--- config.mk ---
export PLATFORM = sky130hd
export DESIGN_NAME = syn_cortex_lb_arb
export DESIGN_NICKNAME = d
export VERILOG_FILES = /design/src/rtl/syn_cortex_lb_arb_pkg.sv /design/src/rtl/syn_lb_req_hold.sv /design/src/rtl/syn_cortex_lb_arb.sv
export SDC_FILE = /design/constraint.sdc
export NUM_CORES = 1
export LEC_CHECK = 0
export ABC_AREA = 1
export CELL_PAD_IN_SITES_DETAIL_PLACEMENT = 0
export CELL_PAD_IN_SITES_GLOBAL_PLACEMENT = 1
export CORE_MARGIN = 1.5
export CORE_UTILIZATION = 35
export DETAILED_ROUTE_END_ITERATION = 8
export PLACE_DENSITY_LB_ADDON = 0.2
export SLEW_MARGIN = 25
export SYNTH_ARGS = -nofsm -noshare
export SYNTH_HDL_FRONTEND = slang
export SYNTH_SLANG_ARGS = --single-unit
--- constraint.sdc ---
create_clock -name clk_ir -period 2.59 [get_ports clk_ir]
set_input_delay 0.518 -clock clk_ir [delete_from_list [all_inputs] [get_ports clk_ir]]
set_output_delay 0.518 -clock clk_ir [all_outputs]
set_load 0.005 [all_outputs]
--- src/rtl/syn_cortex_lb_arb_pkg.sv ---
// syn_cortex_lb_arb_pkg: shared types for the two-master cortex LB arbiter.
// FSM encoding, per-master request bundle and timeout read pattern.
package syn_cortex_lb_arb_pkg;

   // Request bundle field widths; P_ADDR_W / P_DATA_W must not exceed them.
   localparam int LB_ADDR_W = 16;
   localparam int LB_DATA_W = 32;

   localparam logic [31:0] LB_ARB_TOUT_DATA = 32'hDEAD_BEEF;

   typedef enum logic [1:0] {
      IDLE,
      ISSUE,
      WAIT,
      RESP
   } lb_arb_fsm_t;

   typedef struct packed {
      logic                 pend;
      logic                 is_wr;
      logic [LB_ADDR_W-1:0] addr;
      logic [LB_DATA_W-1:0] data;
   } lb_req_t;

endpackage

--- src/rtl/syn_lb_req_hold.sv ---
// syn_lb_req_hold: one-deep request holding register for one LB master.
// Ports: clk/rst_n, rd_en/wr_en/addr/wr_data in, owned/clr from arbiter,
// req (held bundle) and ovf (request dropped this cycle) out.
import syn_cortex_lb_arb_pkg::*;

module syn_lb_req_hold #(
   parameter int P_DATA_W = 32,
   parameter int P_ADDR_W = 16
) (
   input  logic                clk,
   input  logic                rst_n,
   input  logic                rd_en,
   input  logic                wr_en,
   input  logic [P_ADDR_W-1:0] addr,
   input  logic [P_DATA_W-1:0] wr_data,
   input  logic                owned,
   input  logic                clr,
   output lb_req_t             req,
   output logic                ovf
);

   logic hit;

   assign hit = rd_en | wr_en;
   assign ovf = hit & (req.pend | owned);

   always_ff @(posedge clk or negedge rst_n) begin
      if (!rst_n) begin
         req <= '0;
      end else begin
         if (clr) begin
            req.pend <= 1'b0;
         end
         if (hit && !ovf) begin
            req.pend  <= 1'b1;
            // rd_en+wr_en together collapses to a write
            req.is_wr <= wr_en;
            req.addr  <= LB_ADDR_W'(addr);
            req.data  <= LB_DATA_W'(wr_data);
         end
      end
   end

endmodule

--- src/rtl/syn_cortex_lb_arb.sv ---
// syn_cortex_lb_arb: round-robin arbiter sharing the cortex LB slave port
// between master0 (m0_*) and master1 (m1_*), one transaction at a time.
// Ports: clk_ir, rst_il (async low); per-master rd/wr pulses, addr,
// wr_data in and rd/wr valid, rd_data out; slave s_* request/response;
// busy_oh, ovf_oh (sticky drop), tout_oh (sticky timeout).
// Macro SYN_CORTEX_LB_ARB_TIMEOUT_EN enables the WAIT timeout counter.
import syn_cortex_lb_arb_pkg::*;

module syn_cortex_lb_arb #(
   parameter int P_DATA_W  = 32,
   parameter int P_ADDR_W  = 16,
   parameter int P_TIMEOUT = 255
) (
   input  logic                clk_ir,
   input  logic                rst_il,
   input  logic                m0_rd_en_ih,
   input  logic                m0_wr_en_ih,
   input  logic [P_ADDR_W-1:0] m0_addr_id,
   input  logic [P_DATA_W-1:0] m0_wr_data_id,
   output logic                m0_rd_valid_oh,
   output logic                m0_wr_valid_oh,
   output logic [P_DATA_W-1:0] m0_rd_data_od,
   input  logic                m1_rd_en_ih,
   input  logic                m1_wr_en_ih,
   input  logic [P_ADDR_W-1:0] m1_addr_id,
   input  logic [P_DATA_W-1:0] m1_wr_data_id,
   output logic                m1_rd_valid_oh,
   output logic                m1_wr_valid_oh,
   output logic [P_DATA_W-1:0] m1_rd_data_od,
   output logic                s_rd_en_oh,
   output logic                s_wr_en_oh,
   output logic [P_ADDR_W-1:0] s_addr_od,
   output logic [P_DATA_W-1:0] s_wr_data_od,
   input  logic                s_rd_valid_ih,
   input  logic                s_wr_valid_ih,
   input  logic [P_DATA_W-1:0] s_rd_data_id,
   output logic                busy_oh,
   output logic                ovf_oh,
   output logic                tout_oh
);

   lb_arb_fsm_t         state;
   lb_req_t             req0;
   lb_req_t             req1;
   lb_req_t             sel;
   logic                ovf0;
   logic                ovf1;
   logic                gnt;
   logic                last;
   logic                cur_wr;
   logic                any;
   logic                pick;
   logic                sv;
   logic                done;
   logic                live;
   logic [P_DATA_W-1:0] rsp;

   // Owner is locked out during ISSUE/WAIT; RESP accepts its next request.
   assign live = (state == ISSUE) || (state == WAIT);

   syn_lb_req_hold #(
      .P_DATA_W (P_DATA_W),
      .P_ADDR_W (P_ADDR_W)
   ) u_hold0 (
      .clk     (clk_ir),
      .rst_n   (rst_il),
      .rd_en   (m0_rd_en_ih),
      .wr_en   (m0_wr_en_ih),
      .addr    (m0_addr_id),
      .wr_data (m0_wr_data_id),
      .owned   (live && !gnt),
      .clr     (state == ISSUE && !gnt),
      .req     (req0),
      .ovf     (ovf0)
   );

   syn_lb_req_hold #(
      .P_DATA_W (P_DATA_W),
      .P_ADDR_W (P_ADDR_W)
   ) u_hold1 (
      .clk     (clk_ir),
      .rst_n   (rst_il),
      .rd_en   (m1_rd_en_ih),
      .wr_en   (m1_wr_en_ih),
      .addr    (m1_addr_id),
      .wr_data (m1_wr_data_id),
      .owned   (live && gnt),
      .clr     (state == ISSUE && gnt),
      .req     (req1),
      .ovf     (ovf1)
   );

   assign busy_oh = (state != IDLE);
   assign any     = req0.pend | req1.pend;
   // On a tie the master that did not win last time goes next.
   assign pick    = (req0.pend & req1.pend) ? ~last : req1.pend;
   assign sel     = pick ? req1 : req0;
   assign sv      = s_rd_valid_ih | s_wr_valid_ih;

`ifdef SYN_CORTEX_LB_ARB_TIMEOUT_EN
   logic [15:0] cnt;
   logic        to_hit;

   // A slave valid in the expiry cycle wins over the timeout.
   assign to_hit = (state == WAIT) && !sv && (cnt == 16'(P_TIMEOUT));

   always_ff @(posedge clk_ir or negedge rst_il) begin
      if (!rst_il) begin
         cnt     <= '0;
         tout_oh <= 1'b0;
      end else begin
         if (state == ISSUE) begin
            cnt <= '0;
         end else if (state == WAIT && !done) begin
            cnt <= cnt + 16'd1;
         end
         if (to_hit) begin
            tout_oh <= 1'b1;
         end
      end
   end
`else
   assign tout_oh = 1'b0;
`endif

   always_comb begin
      done = live && sv;
      rsp  = s_rd_data_id;
`ifdef SYN_CORTEX_LB_ARB_TIMEOUT_EN
      if (to_hit) begin
         done = 1'b1;
         rsp  = P_DATA_W'(LB_ARB_TOUT_DATA);
      end
`endif
   end

   always_ff @(posedge clk_ir or negedge rst_il) begin
      if (!rst_il) begin
         state          <= IDLE;
         gnt            <= 1'b0;
         last           <= 1'b1;
         cur_wr         <= 1'b0;
         s_rd_en_oh     <= 1'b0;
         s_wr_en_oh     <= 1'b0;
         s_addr_od      <= '0;
         s_wr_data_od   <= '0;
         m0_rd_valid_oh <= 1'b0;
         m0_wr_valid_oh <= 1'b0;
         m0_rd_data_od  <= '0;
         m1_rd_valid_oh <= 1'b0;
         m1_wr_valid_oh <= 1'b0;
         m1_rd_data_od  <= '0;
         ovf_oh         <= 1'b0;
      end else begin
         s_rd_en_oh     <= 1'b0;
         s_wr_en_oh     <= 1'b0;
         m0_rd_valid_oh <= 1'b0;
         m0_wr_valid_oh <= 1'b0;
         m1_rd_valid_oh <= 1'b0;
         m1_wr_valid_oh <= 1'b0;
         if (ovf0 || ovf1) begin
            ovf_oh <= 1'b1;
         end
         unique case (state)
            IDLE: begin
               if (any) begin
                  state        <= ISSUE;
                  gnt          <= pick;
                  cur_wr       <= sel.is_wr;
                  s_rd_en_oh   <= ~sel.is_wr;
                  s_wr_en_oh   <= sel.is_wr;
                  s_addr_od    <= P_ADDR_W'(sel.addr);
                  s_wr_data_od <= P_DATA_W'(sel.data);
               end
            end
            ISSUE, WAIT: begin
               if (done) begin
                  state <= RESP;
                  // Completion type follows the request, not the slave.
                  if (gnt) begin
                     m1_rd_valid_oh <= ~cur_wr;
                     m1_wr_valid_oh <= cur_wr;
                     if (!cur_wr) begin
                        m1_rd_data_od <= rsp;
                     end
                  end else begin
                     m0_rd_valid_oh <= ~cur_wr;
                     m0_wr_valid_oh <= cur_wr;
                     if (!cur_wr) begin
                        m0_rd_data_od <= rsp;
                     end
                  end
               end else begin
                  state <= WAIT;
               end
            end
            RESP: begin
               last  <= gnt;
               state <= IDLE;
            end
         endcase
      end
   end

endmodule

-- Word-level counts from Yosys, hierarchy flattened
Index checks and enable logic that the tools add are counted.
- register bits after elaboration: 224
- output and inout port bits: 121
- input bits: 136
- logic and storage cells: 85
- mux-type cells: 25
- bitwise gates (word level): 13
- eq/ne operators: 4
- reduce and logical (&&, ||, !) cells: 20
- operators with widths (kind ; count):
    $mux 50 ; 2
    $mux 49 ; 1
    $mux 1 ; 20
    $reduce_and 4->1 ; 2
    $logic_and 1x1->1 ; 7
    $or 1x1->1 ; 6
    $pmux 2 s3 ; 1
    $reduce_bool 2->1 ; 3
    $eq 2x2->1 const B ; 2
    $not 1->1 ; 4
    $and 1x1->1 ; 3
    $logic_not 1->1 ; 3
    $eq 2x1->1 const B ; 1
    $logic_not 2->1 ; 1
    $logic_or 1x1->1 ; 2
    $mux 2 ; 1
    $ne 2x2->1 const B ; 1
    $reduce_and 2->1 ; 1
    $reduce_or 2->1 ; 1

-- Depth between registers and ports, before layout
Gate-level depths: netlist of the first run.
- depth after elaboration: 8
- depth in mapped cells: 8
- gate-level depth less buffers: 7

-- By module
A second synthesis of the first run with hierarchy kept.
- cells, all modules: 1191
- area, all modules: 9850.7 um2
- modules (own cells, without submodules) (module ; cells each ; area an instance (um2) ; sequential area each (um2) ; times used):
    syn_cortex_lb_arb ; 751 ; 5851.9 ; 3104.2 ; 1
    syn_lb_req_hold ; 220 ; 1999.4 ; 1251.2 ; 2

-- Worst setup path before layout of the first run
Ideal clock, no wire load.
- kind: register to register
- start point: reg state[0]
- end point: reg m0_rd_data_od[10]
- setup time: 0.117 ns
- path buffers: 1
- cell stages (with the launch flop): 9
- clock period less this slack: 1.529 ns
- data required time: 2.473 ns
- arrival time: 1.412 ns
- setup slack: 1.061 ns
- cell sequence: dfrtp_1 -> inv_1 -> ha_1 -> inv_1 -> nor2_2 -> nand2_1 -> buf_2 -> nand2_1 -> nand2_1
- word-level cells in the longest chain between the ends: 4
- elaborated cells between the ends (all ways): 6
- those cells by class: eq/ne (2); reduce/logical (4)
- RTL lines (what ; RTL line ; RTL):
    from (decl) ; syn_cortex_lb_arb.sv:42 ; lb_arb_fsm_t state;
    from (signal assigned) ; syn_cortex_lb_arb.sv:139 ; state <= IDLE;
    from (signal assigned) ; syn_cortex_lb_arb.sv:167 ; state <= ISSUE;
    from (signal assigned) ; syn_cortex_lb_arb.sv:178 ; state <= RESP;
    $eq 2x1->1 / $eq 2x2->1 (equally long branches) ; syn_cortex_lb_arb.sv:59, syn_cortex_lb_arb.sv:164 ;
    $logic_or 1x1->1 ; syn_cortex_lb_arb.sv:59 ; assign live = (state == ISSUE) || (state == WAIT);
    $logic_and 1x1->1 ; syn_cortex_lb_arb.sv:127 ; done = live && sv;
    $reduce_and 4->1 (no source line) * ; n/a ;
    to (signal assigned) ; syn_cortex_lb_arb.sv:190 ; m0_rd_data_od <= rsp;
    to (decl) ; syn_cortex_lb_arb.sv:22 ; output logic [P_DATA_W-1:0] m0_rd_data_od,
Every way passes the cells marked *; elsewhere a longest branch is shown, timed or not.
A chain may end at the register's enable or synchronous reset.

-- Worst setup path in the final report of the first run
- start point: reg state[0]
- end point: out busy_oh
- word-level cells in the longest chain between the ends: 1
- RTL lines (what ; RTL line ; RTL):
    $reduce_bool 2->1 ; syn_cortex_lb_arb.sv:93 ; assign busy_oh = (state != IDLE);
    to (decl) ; syn_cortex_lb_arb.sv:37 ; output logic busy_oh,
Every way passes these cells.

==> results of run 1 <==
==> stage by stage <==
stage,cells,power (mW),setup slack (ns),hold slack (ns)
after detailed placement,1784,14.18,0.5563,0.4579
after global placement,1784,14.04,0.6089,0.4530
after floorplan,1200,10.41,1.061,0.2224
after global routing,1829,19.14,0.3474,0.4816
final,1829,17.70,0.4409,0.4673
after CTS,1829,17.89,0.03806,0.4720
==> Yosys cell counts, drive strengths merged <==
cell type  count  area [µm²]
ha             3       37.54
a21oi          3       15.01
nor2           7       41.29
clkinv         2       7.510
nand4         96       600.6
conb           1       3.750
dfrtp        223        5580
nand2        495        1861
nand3        168       840.8
clkbuf        39       146.4
buf           46       235.2
o21ai          3       15.01
nor3           2       10.01
inv          111       416.7
dfstp          1       26.28
==> critical path, stage by stage (launching register included) <==
cell            delay [ns]
dfrtp_1               0.39
inv_1                 0.06
ha_1                  0.27
inv_1                 0.16
dlymetal6s2s_1        0.22
==> how the worst max path moves through the flow <==
stage | from | endpoint | cells past startpoint
CTS | state[0]$_DFFE_PN0P_ | busy_oh | 4
floorplan | state[0]$_DFFE_PN0P_ | m0_rd_data_od[10]$_DFFE_PN0P_ | 8
detailed placement | state[0]$_DFFE_PN0P_ | u_hold1.req[49]$_DFFE_PN0P_ | 6
global placement | m0_wr_en_ih | u_hold0.req[44]$_DFFE_PN0P_ | 7
global route | state[0]$_DFFE_PN0P_ | u_hold1.req[40]$_DFFE_PN0P_ | 7
finish | state[0]$_DFFE_PN0P_ | busy_oh | 4
==> cells in the final DEF (no fill, tap or decap), drive strengths merged <==
cell / instances
nor2: 7
bufinv: 1
nand4: 96
clkdlybuf4s50: 253
ha: 3
inv: 112
dlymetal6s2s: 1
dfstp: 1
clkinv: 8
dlygate4sd3: 1
clkbuf: 36
buf: 37
nand2: 495
nand3: 168
dfrtp: 223
a21oi: 3
nor3: 2
o21ai: 3
conb: 1
==> final cells by class <==
type	count	area, µm²	area share [%]
Multi-Input combinational cell	778	3466	25.26
Timing Repair Buffer	292	2903	21.16
Clock inverter	8	65.06	0.4743
Sequential cell	224	5608	40.88
Inverter	113	424.2	3.092
Clock buffer	36	779.5	5.682
Tap cell	378	473.0	3.448
==> state kept, by name, indices dropped and copies added (netlist names), 2 cells and up <==
name and flops:
state 2, u_hold0.req 50, m0_rd_data_od 32, s_addr_od 16
u_hold1.req 50, s_wr_data_od 32, m1_rd_data_od 32
==> power groups by stage <==
stage | logic [mW] | registers [mW] | clock network [mW]
floorplan | 4.40 | 6.01 | 0
detailed placement | 8.04 | 6.14 | 0
CTS | 8.07 | 6.10 | 3.73
finish | 7.96 | 6.10 | 3.65
global route | 8.99 | 6.29 | 3.85
global placement | 7.91 | 6.13 | 0
==> cells by family (layout without fill, tap and decap cells) <==
family,after synthesis,in the layout
simple gates,768,768
flops,224,224
buf+inv,198,449
compound gates,6,6
fa+ha+maj,3,3
other cells,1,1
==> what timing repair did <==
item                                    in CTS  in global routing
endpoints found under the setup margin       0                  1
resized for setup                            0                  1
hold endpoints to repair                    63                  0
hold buffers                                 1                  0
==> routing by layer <==
metal / track usage, % / wire length, µm / share of wire (%) / vias up
li1: - / - / - / 4291
met1: 30.20 / 14390 / 46 / 4301
met2: 35.03 / 14090 / 45 / 295
met3: 4.094 / 2312 / 7.4 / 27
met4: 3.963 / 398 / 1.3 / 0
met5: 0 / 0 / 0 / -
==> impl_metrics.csv, run 1 <==
group,metric,value,unit
detailed_routing,drt-initial-drc-count,463,
timing,finalSetupViolCount,0,
min_path,hold_end,"u_hold1.req[23]$_DFFE_PN0P_",
cts,cts_num_sinks,224,
detailed_routing,drc_errors,0,
worst_setup_path,r2r_cells,6,
timing,finalCriticalPeriod,2.149,ns
synth,seq_area_frac_synth,57.00,%
synth,synth_xor_area_share,0,%
synth,synth.ff_latch_count,224,
timing,finalHoldViolCount,0,
worst_setup_path,cp.arrival,1.63,ns
timing,rsz0062_at_grt,"no",
detailed_routing,viasPerCell,4.874,
place,dp_hpwl,20380,µm
synth,postSynthCellCount,1200,
synth,synthAdderAreaFrac,0.3816,%
worst_setup_path,crit_type,"flip-flop to output port",
finish,final_nets,1574,
synth,postSynthAreaPerCell,8.197,µm²
detailed_routing,ant_nets,0,
cts,h-tree-depth,1,
pwr,p_leak,7.004,nW
job,maxCapViolations,0,
floorplan,rows,61,
synth,synth-warning-count,0,
cts,numCtsBuffers,26,
timing,drv_slew,0,
pwr,p_per_area,1290,nW/µm²
pwr,p_seq_share,34.4,%
finish,drive_gt1_share,6.754,%
finish,n_antenna_cell,0,
cts,clockRootBuffer,"clkbuf_16",
worst_setup_path,cp_max_fo,4,
timing,worst_pin_slew,0.6342,ns
worst_setup_path,cp_data_required_time,2.07,ns
worst_setup_path,endpoint_kind,"output port",
worst_setup_path,start_kind,"flip-flop",
detailed_routing,wire_per_inst,17.05,µm
place,port_buffers,255,
finish,fin_area,13720,µm²
cts,clk_pin_slew,0.06,ns
place,place.gp.congestion,0.7849,
worst_setup_path,r2r-start,"state[0]$_DFFE_PN0P_",
cts,cts_tree,"yes",
detailed_routing,num_vias,8914,
finish,post-route-util,49.51,%
global_route,grt_usage,21.58,%
place,place_area,12860,µm²
synth,synth_top_family_by_area,"simple AND/OR/NAND/NOR gates",
synth,synth_compound_area_share,0.3053,%
floorplan,ioPinCount,257,
global_route,grt_pass1_wl,49240,µm
global_route,grt_max_degree,71,
cts,insertion_delay,0.53,ns
synth,syn_area,9837,µm²
floorplan,dieArea,29120,µm²
timing,timing.final.crit_share,82.98,%
pwr,pwr-share-comb,44.9,%
floorplan,core,27710,µm²
min_path,worst_hold_startpoint,"u_hold1.req[23]$_DFFE_PN0P_",
status,status,"finished, final reports clean",
worst_setup_path,r2r_slack,0.51,ns
pwr,switching_share,39.59,%
pwr,cell_internal_pwr,10.69,mW
timing,final.setup.tns,0,ns
floorplan,start_util,35.51,%
pwr,max-vdd-ir-drop,0.0008705,V
synth,synthesis.nets,1339,
global_route,antenna_found_initial,0,
floorplan,die_w,170.6,µm
synth,synthSimpleGateAreaFrac,34.09,%
synth,synth_mux_area_share,0,%
min_path,hp-class,"flip-flop to flip-flop",
timing,slew_headroom,57.72,%
worst_setup_path,r2r_end,"u_hold1.req[49]$_DFFE_PN0P_",
min_path,holdPathStages,2,
detailed_routing,wl,31180,µm
timing,timing.fmax,465.3,MHz
pwr,clockPowerShare,20.6,%
finish,fill_cells,2744,
global_route,grt_pass1_vias,8830,
synth,synth_cell_types,21,
timing,fin_skew,0.01340,ns
floorplan,die_h,170.6,µm
global_route,grt_overflow,0,
cts,ctsLongestPathBuffers,3,
finish,syn2layout_area_growth,39.46,%
cts,cts_setup_buffers,0,
detailed_routing,drtPass1Iterations,5,
pwr,power_switching,7.009,mW
(Power assumes the default switching activity.)
==> run 2: changes to the inputs <==
==> constraint.sdc (replaced) <==
create_clock -name clk_ir -period 2 [get_ports clk_ir]
set_input_delay 0.4 -clock clk_ir [delete_from_list [all_inputs] [get_ports clk_ir]]
set_output_delay 0.4 -clock clk_ir [all_outputs]
set_load 0.005 [all_outputs]
==> run 2 against run 1 <==
Effect of this change: cell count up 0.49%; via count decreased by 0.71%; clock-buffer cell count unchanged; hold slack worse by 0.11 ns; critical endpoint unchanged; sequential power rose by 29%; utilization rose by 0.71 points; sequential share of layout area down 0.58 points; non-clock buffer count rose by 7; highest routed layer unchanged; first-iteration DRC count increased by 51%; setup slack worse by 0.34 ns; register-to-register slack worse by 0.35 ns; die area unchanged.
==> impl_metrics.csv, run 2 (synthesis gave the netlist of run 1 again) <==
group,metric,value,unit
status,status,"finished, final reports clean",
timing,finalSetupViolCount,0,
worst_setup_path,start_kind,"flip-flop",
timing,rsz0062_at_grt,"no",
finish,final_nets,1580,
finish,mostFrequentLayoutCells,"nand2_1, clkdlybuf4s50_1, dfrtp_1",
detailed_routing,ant_nets,0,
cts,h-tree-depth,1,
global_route,grt_pass1_vias,8668,
cts,numCtsBuffers,25,
floorplan,dieArea,29120,µm²
worst_setup_path,crit_slowest_cell,"dfrtp_1",
cts,clockRootBuffer,"clkbuf_16",
detailed_routing,drtPass1Iterations,5,
worst_setup_path,r2r-start,"state[0]$_DFFE_PN0P_",
timing,timing.final.crit_share,95.16,%
floorplan,start_util,35.51,%
worst_setup_path,critPathTopFamily,"buffers and inverters",
pwr,max-vdd-ir-drop,0.0009416,V
worst_setup_path,crit_path_max_incr_delay,0.38,ns
floorplan,rows,61,
min_path,hp-class,"input pin to async pin",
detailed_routing,num_vias,8851,
finish,syn2layout_area_growth,41.45,%
worst_setup_path,r2r_slack,0.16,ns
global_route,antenna_found_initial,1,
worst_setup_path,cp_max_fo,3,
place,port_buffers,255,
timing,fin_skew,0.01470,ns
timing,finalCriticalPeriod,1.903,ns
timing,setup_ws,0.09681,ns
global_route,grt_max_degree,74,
worst_setup_path,cp_data_required_time,1.60,ns
worst_setup_path,critPathBufInv,3,
place,place.gp.congestion,0.7962,
cts,cts_tree,"yes",
finish,fill_cells,2663,
timing,final.setup.tns,0,ns
finish,top_regs,"u_hold0.req x50, u_hold1.req x50",
place,dpl_worst_slack,0.1328,ns
cts,ctsLongestPathBuffers,3,
finish,drive_gt1_share,7.197,%
finish,final_common_cell,"nand2_1",
worst_setup_path,crit_type,"flip-flop to output port",
global_route,grt_usage,20.88,%
cts,clk_pin_slew,0.06,ns
worst_setup_path,endpoint_kind,"output port",
timing,drv_slew,0,
detailed_routing,viasPerCell,4.816,
detailed_routing,drt-initial-drc-count,699,
timing,slew_headroom,43.79,%
timing,finalHoldViolCount,0,
timing,timing.fmax,525.4,MHz
floorplan,die_w,170.6,µm
worst_setup_path,critPathLaunch,"state[0]$_DFFE_PN0P_",
global_route,grt_pass1_wl,47620,µm
floorplan,die_h,170.6,µm
detailed_routing,wl,30370,µm
floorplan,core,27710,µm²
finish,post-route-util,50.22,%
worst_setup_path,path_cells,"inv_1, ha_1, inv_2, clkdlybuf4s15_2",
place,dp_hpwl,20350,µm
pwr,p_per_area,1692,nW/µm²
pwr,p_leak,7.085,nW
timing,worst_pin_slew,0.8399,ns
detailed_routing,drc_errors,0,
global_route,grt_overflow,0,
cts,insertion_delay,0.52,ns
floorplan,ioPinCount,257,
job,maxCapViolations,0,
cts,cts_num_sinks,224,
worst_setup_path,cp.arrival,1.50,ns
detailed_routing,wire_per_inst,16.52,µm
## run 2: final timing paths
check | depth (start not counted) | endpoint
setup / recovery | 4 | busy_oh
hold / removal | 2 | m0_rd_data_od[6]$_DFFE_PN0P_
setup reg to reg | 8 | u_hold0.req[41]$_DFFE_PN0P_
hold reg to reg | 2 | m0_rd_data_od[3]$_DFFE_PN0P_
max in group asynchronous | 3 | s_addr_od[7]$_DFFE_PN0P_
min in group clk_ir | 3 | u_hold0.req[5]$_DFFE_PN0P_
## run 2: cell type report
class / count / area [µm²] / area share, %
Sequential cell: 224 / 5608 / 40.30
Multi-Input combinational cell: 778 / 3466 / 24.91
Timing Repair Buffer: 299 / 3042 / 21.86
Clock buffer: 36 / 726.9 / 5.224
Tap cell: 378 / 473.0 / 3.399
Inverter: 113 / 424.2 / 3.048
Clock inverter: 9 / 172.7 / 1.241
Antenna cell: 1 / 2.502 / 0.01798
## run 2: what timing repair did
action / in CTS / in global routing
endpoints found under the hold margin: 38 / 0
buffers inserted: 0 / 2
hold buffers: 1 / 0
pin swaps: 0 / 0
gates resized for setup: 4 / 0
endpoints found under the setup margin: 1 / 2
## run 2: per-stage QoR
stage / cells / cell area, µm² / power [mW] / hold slack, ns
after global routing: 1837 / 13910 / 25.42 / 0.4011
after global placement: 1789 / 12990 / 18.52 / 0.3162
after CTS: 1835 / 13900 / 23.81 / 0.3658
final: 1838 / 13910 / 23.55 / 0.3545
after floorplan: 1200 / 9837 / 13.48 / 0.1044
after detailed placement: 1789 / 12990 / 18.67 / 0.3229
## run 2: power by group
group | internal [mW] | switching (mW)
clock | 3.16 | 1.86
combinational | 4.65 | 6.00
sequential | 6.70 | 1.18
total | 14.5 | 9.04
## run 2: metal layers
layer | vias up | part of all wire, % | track usage [%]
li1 | 4312 | - | -
met1 | 4212 | 45 | 28.92
met2 | 291 | 47 | 34.57
met3 | 36 | 6.8 | 3.146
met4 | 0 | 1.6 | 4.540
met5 | - | 0 | 0
